[config.mk]
export PLATFORM = sky130hd
export DESIGN_NAME = approx_final_adder_seq_flat
export DESIGN_NICKNAME = d
export VERILOG_FILES = /design/src/rtl/approx_final_adder_seq_if.sv /design/src/rtl/approx_final_adder_seq.sv /design/src/flat_wrapper.sv
export SDC_FILE = /design/constraint.sdc
export NUM_CORES = 1
export LEC_CHECK = 0
export ABC_AREA = 1
export CORE_MARGIN = 3
export CORE_UTILIZATION = 45
export DETAILED_ROUTE_END_ITERATION = 7
export PLACE_DENSITY = 0.7
export SLEW_MARGIN = 20
export SYNTH_ARGS = -nofsm -noshare
export SYNTH_HDL_FRONTEND = slang
export SYNTH_SLANG_ARGS = --single-unit
[constraint.sdc]
create_clock -name clk -period 2.7 [get_ports clk]
set_input_delay 0.54 -clock clk [delete_from_list [all_inputs] [get_ports clk]]
set_output_delay 0.54 -clock clk [all_outputs]
set_load 0.005 [all_outputs]
[src/rtl/approx_final_adder_seq_if.sv]
// approx_final_adder_seq_if
// Groups the row-pair input handshake and the product output handshake of
// approx_final_adder_seq into one bundle.
//   in_valid / in_ready : row pair offered / accepted
//   row_s, row_c        : sum and carry rows from the compressor tree
//   out_valid/out_ready : product offered / consumed
//   product, cout       : row_s + row_c mod 2^WIDTH, and the overflow bit
// master = upstream producer plus downstream consumer (testbench side),
// slave  = the adder itself.
interface approx_final_adder_seq_if #(
  parameter int WIDTH = 16
);
  logic             in_valid;
  logic             in_ready;
  logic [WIDTH-1:0] row_s;
  logic [WIDTH-1:0] row_c;
  logic             out_valid;
  logic             out_ready;
  logic [WIDTH-1:0] product;
  logic             cout;

  modport master (
    output in_valid, row_s, row_c, out_ready,
    input  in_ready, out_valid, product, cout
  );

  modport slave (
    input  in_valid, row_s, row_c, out_ready,
    output in_ready, out_valid, product, cout
  );
endinterface

[src/rtl/approx_final_adder_seq.sv]
// approx_final_adder_seq
// Final carry-propagate stage after the approximate 4:2 compressor tree.
// Adds the sum row and the carry row CHUNK bits per cycle so the carry chain
// is only CHUNK bits long. One operation at a time: IDLE accepts a row pair,
// ADD spends exactly NCHUNK cycles on it, HOLD presents the product until the
// consumer takes it.
// Ports:
//   clk  - clock, rising edge
//   rst  - synchronous active-high reset
//   bus  - approx_final_adder_seq_if.slave (in_valid/in_ready/row_s/row_c,
//          out_valid/out_ready/product/cout)
// Optional macro APPROX_LOA_EN: the lowest LOA_BITS bits are produced by a
// lower-part-OR adder (bitwise OR, carry into the exact part is the AND of the
// top approximated bit pair). Without the macro every chunk is exact and
// LOA_BITS is ignored.
module approx_final_adder_seq #(
  parameter int WIDTH    = 16,
  parameter int CHUNK    = 4,
  parameter int LOA_BITS = 4
) (
  input logic                    clk,
  input logic                    rst,
  approx_final_adder_seq_if.slave bus
);

  localparam int NCHUNK = WIDTH / CHUNK;
  localparam int IDX_W  = (NCHUNK > 1) ? $clog2(NCHUNK) : 1;
  localparam logic [IDX_W-1:0] LAST_IDX = IDX_W'(NCHUNK - 1);

  localparam logic [1:0] ST_IDLE = 2'd0;
  localparam logic [1:0] ST_ADD  = 2'd1;
  localparam logic [1:0] ST_HOLD = 2'd2;

  // Reject parameter sets the chunked datapath cannot represent.
  if (CHUNK < 1 || (WIDTH % CHUNK) != 0) begin : g_bad_width
    $error("approx_final_adder_seq: WIDTH must be a positive multiple of CHUNK");
  end

`ifdef APPROX_LOA_EN
  if (LOA_BITS < 0 || LOA_BITS >= WIDTH || (LOA_BITS % CHUNK) != 0) begin : g_bad_loa
    $error("approx_final_adder_seq: LOA_BITS must be a multiple of CHUNK in [0, WIDTH)");
  end
`endif

  logic [1:0]       state;
  logic [IDX_W-1:0] idx;
  logic             carry;
  logic [WIDTH-1:0] row_s_r;
  logic [WIDTH-1:0] row_c_r;
  logic [WIDTH-1:0] product_r;
  logic             cout_r;

  logic [CHUNK-1:0] chunk_s;
  logic [CHUNK-1:0] chunk_c;
  logic [CHUNK:0]   exact_sum;
  logic [CHUNK-1:0] chunk_sum;
  logic             chunk_carry;

  // Operand slice for the chunk currently being added.
  assign chunk_s   = row_s_r[idx*CHUNK +: CHUNK];
  assign chunk_c   = row_c_r[idx*CHUNK +: CHUNK];
  assign exact_sum = {1'b0, chunk_s} + {1'b0, chunk_c} + {{CHUNK{1'b0}}, carry};

`ifdef APPROX_LOA_EN
  if (LOA_BITS > 0) begin : g_loa
    localparam int LOA_CHUNKS = LOA_BITS / CHUNK;

    // Lower chunks OR the rows; the last approximated chunk hands the AND of
    // its top bit pair to the first exact chunk as the carry.
    always_comb begin
      chunk_sum   = exact_sum[CHUNK-1:0];
      chunk_carry = exact_sum[CHUNK];
      if (idx < IDX_W'(LOA_CHUNKS)) begin
        chunk_sum   = chunk_s | chunk_c;
        chunk_carry = (idx == IDX_W'(LOA_CHUNKS - 1)) ?
                      (row_s_r[LOA_BITS-1] & row_c_r[LOA_BITS-1]) : 1'b0;
      end
    end
  end else begin : g_exact
    assign chunk_sum   = exact_sum[CHUNK-1:0];
    assign chunk_carry = exact_sum[CHUNK];
  end
`else
  assign chunk_sum   = exact_sum[CHUNK-1:0];
  assign chunk_carry = exact_sum[CHUNK];
`endif

  // Control and datapath registers. Reset aborts any operation in flight, so
  // a result interrupted in ADD or HOLD is never presented.
  always_ff @(posedge clk) begin
    if (rst) begin
      state     <= ST_IDLE;
      idx       <= '0;
      carry     <= 1'b0;
      row_s_r   <= '0;
      row_c_r   <= '0;
      product_r <= '0;
      cout_r    <= 1'b0;
    end else begin
      case (state)
        ST_IDLE: begin
          if (bus.in_valid) begin
            row_s_r <= bus.row_s;
            row_c_r <= bus.row_c;
            idx     <= '0;
            carry   <= 1'b0;
            state   <= ST_ADD;
          end
        end
        ST_ADD: begin
          product_r[idx*CHUNK +: CHUNK] <= chunk_sum;
          carry                         <= chunk_carry;
          if (idx == LAST_IDX) begin
            cout_r <= chunk_carry;
            state  <= ST_HOLD;
          end else begin
            idx <= idx + 1'b1;
          end
        end
        ST_HOLD: begin
          if (bus.out_ready) begin
            state <= ST_IDLE;
          end
        end
        default: state <= ST_IDLE;
      endcase
    end
  end

  // in_ready is forced low while reset is asserted, even in IDLE.
  assign bus.in_ready  = (state == ST_IDLE) && !rst;
  assign bus.out_valid = (state == ST_HOLD);
  assign bus.product   = product_r;
  assign bus.cout      = cout_r;

endmodule

[src/flat_wrapper.sv]
// flat-port wrapper written by rule: the top's interface ports become plain ports
module approx_final_adder_seq_flat 
#(
  parameter int WIDTH    = 16,
  parameter int CHUNK    = 4,
  parameter int LOA_BITS = 4
)
  (clk, rst, bus_in_valid, bus_row_s, bus_row_c, bus_out_ready, bus_in_ready, bus_out_valid, bus_product, bus_cout);
  approx_final_adder_seq_if #(.WIDTH(WIDTH)) bus_i ();
  input logic clk;
  input logic rst;
  input wire logic [$bits(bus_i.in_valid)-1:0] bus_in_valid;
  input wire logic [$bits(bus_i.row_s)-1:0] bus_row_s;
  input wire logic [$bits(bus_i.row_c)-1:0] bus_row_c;
  input wire logic [$bits(bus_i.out_ready)-1:0] bus_out_ready;
  output wire logic [$bits(bus_i.in_ready)-1:0] bus_in_ready;
  output wire logic [$bits(bus_i.out_valid)-1:0] bus_out_valid;
  output wire logic [$bits(bus_i.product)-1:0] bus_product;
  output wire logic [$bits(bus_i.cout)-1:0] bus_cout;
  assign bus_i.in_valid = bus_in_valid;
  assign bus_i.row_s = bus_row_s;
  assign bus_i.row_c = bus_row_c;
  assign bus_i.out_ready = bus_out_ready;
  assign bus_in_ready = bus_i.in_ready;
  assign bus_out_valid = bus_i.out_valid;
  assign bus_product = bus_i.product;
  assign bus_cout = bus_i.cout;
  approx_final_adder_seq #(.WIDTH(WIDTH), .CHUNK(CHUNK), .LOA_BITS(LOA_BITS)) u_core (.clk(clk), .rst(rst), .bus(bus_i));
endmodule
==> results.md, run 1 <==
* MaxCap Viol Count at 0
* Hold endpoint: u_core.bus.product[3]
* CP required at just under 3 ns
* Maximum buffer depth of the clock tree at 2
* Worst setup margin at 0.2260 ns
* IR drop worst, VDD at 0.2727 mV
* Worst path cell trace: inv_1 > o21ai_0 > o22ai_1 > fa_1 > fa_1 > xor2_1 > nand2_1 > nor2_1 > a22oi_1 > nor2_1
* GRT Total Usage at approximately 19%
* Synth Net Count at roughly 370
* Vias per cell at approximately 4.9
* 1st-iter DRT viols at 152
* CTS sink cnt at 54
* Leakage at around 1.2 nW
* Fin crit period at 2.474 ns
* R2r endpoint: u_core.bus.product[6]
* Std cell rows at 26
* Final setup fails at 0
* Worst path arrival time at between 2 and 3 ns
* Grt ovf at 0
* Worst Path Class, Setup: reg -> reg
* Top-Level Pins at 55
* Clock-pin slew on the worst setup and hold paths at roughly 0.09 ns
* DR DRC count at 0
* Hold path start: u_core.bus.product[3]
* Worst-Margin Slew at 0.7030 ns
* Global-route wire length before repair at 9.549 mm
* Int Pwr at 0.001305 W
* Power share of the sequential group at between 40% and 50%
* Logic pwr share at a little under a quarter
* Initial Utilization at a little under half
* Element type at the critical path start: register
* CP max FO at 11
* Synthesis-stage register bit count at 54
* R2r startpoint: u_core.idx[0]
* Via count at ~2.2k
* Number of distinct library cells after synthesis at 25
* Overall power at around 0.0018 W
* Wirelength per Cell at 12.50 um
* Number of global-route vias before repair at 2043
* RSZ-0062 raised after global routing: false
* Post-DP HPWL at ~4.2 mm
* Core area at roughly 5000 um^2
* Post-Route WL at approximately 5.5 mm
* Crit-path max cell delay at about 0.45 ns
* Initial DRT Pass Iterations at 4
* H-Tree Level Count at 2
* Setup TNS at 0 ns
* Design area at approximately 3100 um^2
* Dpl ws at 0.1579 ns
* Maximum clock frequency at a little over 400 MHz
* Die width at around 79 um
* Sw frac at 29.18%
* P_sw at between 0.0005 and 0.0006 W
* Post-Syn Area at approximately 2400 um^2
* Fin Clk Skew at around 0.0052 ns
* Synth Warn # at 0
* Slew Viols, Final at 0
* Clk_lat worst skew at between 0.3 and 0.4 ns
* Clock group share of total power at roughly 29%
* Sequential cell area fraction in the yosys report at roughly 45%
* Crit-path slowest cell: fa_1
* Flop2flop setup slack at 0.23 ns
* TritonCTS clock tree: done
* # port buffers at 54
* Chip Height at between 70 and 80 um
* Fraction of layout cells with a size suffix above 1 at between 8 and 9%
* Diode count at 0
* Hold Crit Class: reg -> reg
* Placed Area at around 3000 um^2
* Antenna Nets Post-Route at 0
* Net count, final at 420
* CTS Buf Count at 5
* Avg Inst Size Synth at around 7.5 um^2
* P&R area growth vs syn at 30.45%
* Slew HR at around 53%
* Postcts setup bufs at 0
* Final period utilization at 91.63%
* Antenna violations before repair at 0
* Crit end category: register
* Synth Instances at between 300 and 400
* Hold Crit Depth at 2
* Status: finished clean
* R2R depth at 10
* Largest net degree at the start of global routing at 35
* Hold Fails Final Rpt at 0
* P per Cell Area at just under 600 nW/um^2
* Routability cong. at 0.8947
* Die area at approximately 6300 um^2
* CTS root buffer: clkbuf_8
[power by group through the flow]
stage	sequential, W	combinational, W	clock [W]
6_report	0.000883	0.000427	0.000532
5_1_grt	0.000891	0.000481	0.000576
4_1_cts	0.000883	0.000427	0.000550
3_5_place_dp	0.000901	0.000425	0
3_3_place_gp	0.000901	0.000416	0
2_1_floorplan	0.000889	0.000283	0
[metrics by stage]
step,cells,utilization (%),hold slack [ns]
after global placement,436,59.08,0.4510
after detailed placement,436,59.08,0.4534
after global routing,444,61.22,0.4943
after floorplan,320,-,0.4495
after CTS,444,61.20,0.4674
final,444,61.22,0.4687
[cell usage in the layout, fill, tap and decap left out, drive strengths merged]
cell type / netlist / final
nor2: 97 / 97
nand4: 3 / 3
clkbuf: 8 / 5
o22ai: 8 / 8
a211oi: 2 / 2
bufinv: 0 / 1
a21oi: 17 / 17
inv: 13 / 13
clkinv: 0 / 2
ha: 9 / 9
fa: 2 / 2
clkdlybuf4s50: 0 / 54
buf: 8 / 8
dfxtp: 54 / 54
xor2: 1 / 1
a22oi: 4 / 4
nand2: 37 / 37
nor4: 1 / 1
nand3: 7 / 7
o21ai: 49 / 49
[cells by family after synthesis]
kind of cell	share of synthesized area, %
AO/OA/AOI/OAI	17.63
XOR/XNOR	0.3631
adder cells (fa/ha/maj)	6.328
flip-flops	44.81
buffers and inverters	5.186
AND/OR/NAND/NOR	25.67
[layer usage]
layer	share of wire [%]	wire, um	global-route usage (%)
met5	0	0	0
met4	2.1	115	8.247
met3	5.7	314	4.422
met2	46	2545	31.14
met1	46	2572	24.61
[registers in the layout (all words and copies together), names as in the netlist]
register and flops:
u_core.bus.product 16, u_core.row_c_r 16, u_core.row_s_r 16, u_core.idx 2, u_core.state 2, u_core.bus.cout 1, u_core.carry 1
[critical path, delay by kind of cell (launching register included)]
family	cells	cell delay (ns)
flip-flops	1	0.43
AND/OR/NAND/NOR	3	0.32
XOR/XNOR	1	0.28
adder cells (fa/ha/maj)	2	0.88
AO/OA/AOI/OAI	3	0.37
buffers and inverters	1	0.14
[what timing repair did]
action	in CTS	in global routing
endpoints found under the hold margin	0	0
hold buffers	0	0
resized for setup	0	1
setup endpoints to repair	0	5
[worst max-delay path by stage]
stage / start / to / slack, ns / cells after the start
after floorplan: u_core.idx[1] / u_core.bus.product[14] / 0.37 / 11
after CTS: u_core.idx[0] / u_core.bus.product[6] / 0.12 / 10
after global placement: u_core.idx[0] / u_core.bus.product[6] / 0.30 / 10
after detailed placement: u_core.idx[0] / u_core.bus.product[6] / 0.16 / 10
after global routing: u_core.idx[0] / u_core.bus.product[14] / 0.01 / 10
final: u_core.idx[0] / u_core.bus.product[6] / 0.23 / 10
[Yosys cell counts]
library cell | n | area, um^2
nand3_1 | 6 | 30.03
nor2_2 | 3 | 18.77
nand3_2 | 1 | 10.01
nand2_2 | 2 | 12.51
a22oi_1 | 4 | 30.03
buf_4 | 3 | 22.52
buf_1 | 1 | 3.750
nor2_1 | 93 | 349.1
buf_2 | 4 | 20.02
nor4_4 | 1 | 21.27
o22ai_1 | 8 | 50.05
xor2_1 | 1 | 8.760
dfxtp_1 | 54 | 1081
a21oi_1 | 17 | 85.08
inv_1 | 9 | 33.78
a211oi_1 | 2 | 15.01
fa_1 | 2 | 40.04
nand2_4 | 1 | 11.26
nand4_1 | 3 | 18.77
ha_1 | 9 | 112.6
inv_2 | 4 | 15.01
nor2_8 | 1 | 20.02
nand2_1 | 34 | 127.6
clkbuf_1 | 8 | 30.03
o21ai_0 | 49 | 245.2
[cell type report]
| type | count | area, um^2 |
|---|---|---|
| fillers | 520 | 1993 |
| multi-input cells | 237 | 1206 |
| flip-flops and latches | 54 | 1082 |
| repair buffers | 62 | 613.1 |
| well taps | 70 | 87.58 |
| clock buffers | 5 | 68.82 |
| inverters | 13 | 48.80 |
| clock inverters | 3 | 40.04 |
Power figures use the tool's default switching activity.
==> run 2, diff against run 1 <==
Settings changed: HOLD_SLACK_MARGIN set to 0.05.
==> results of run 2 <==
Same layout as run 1: the final DEF is identical, and so are final timing and power.
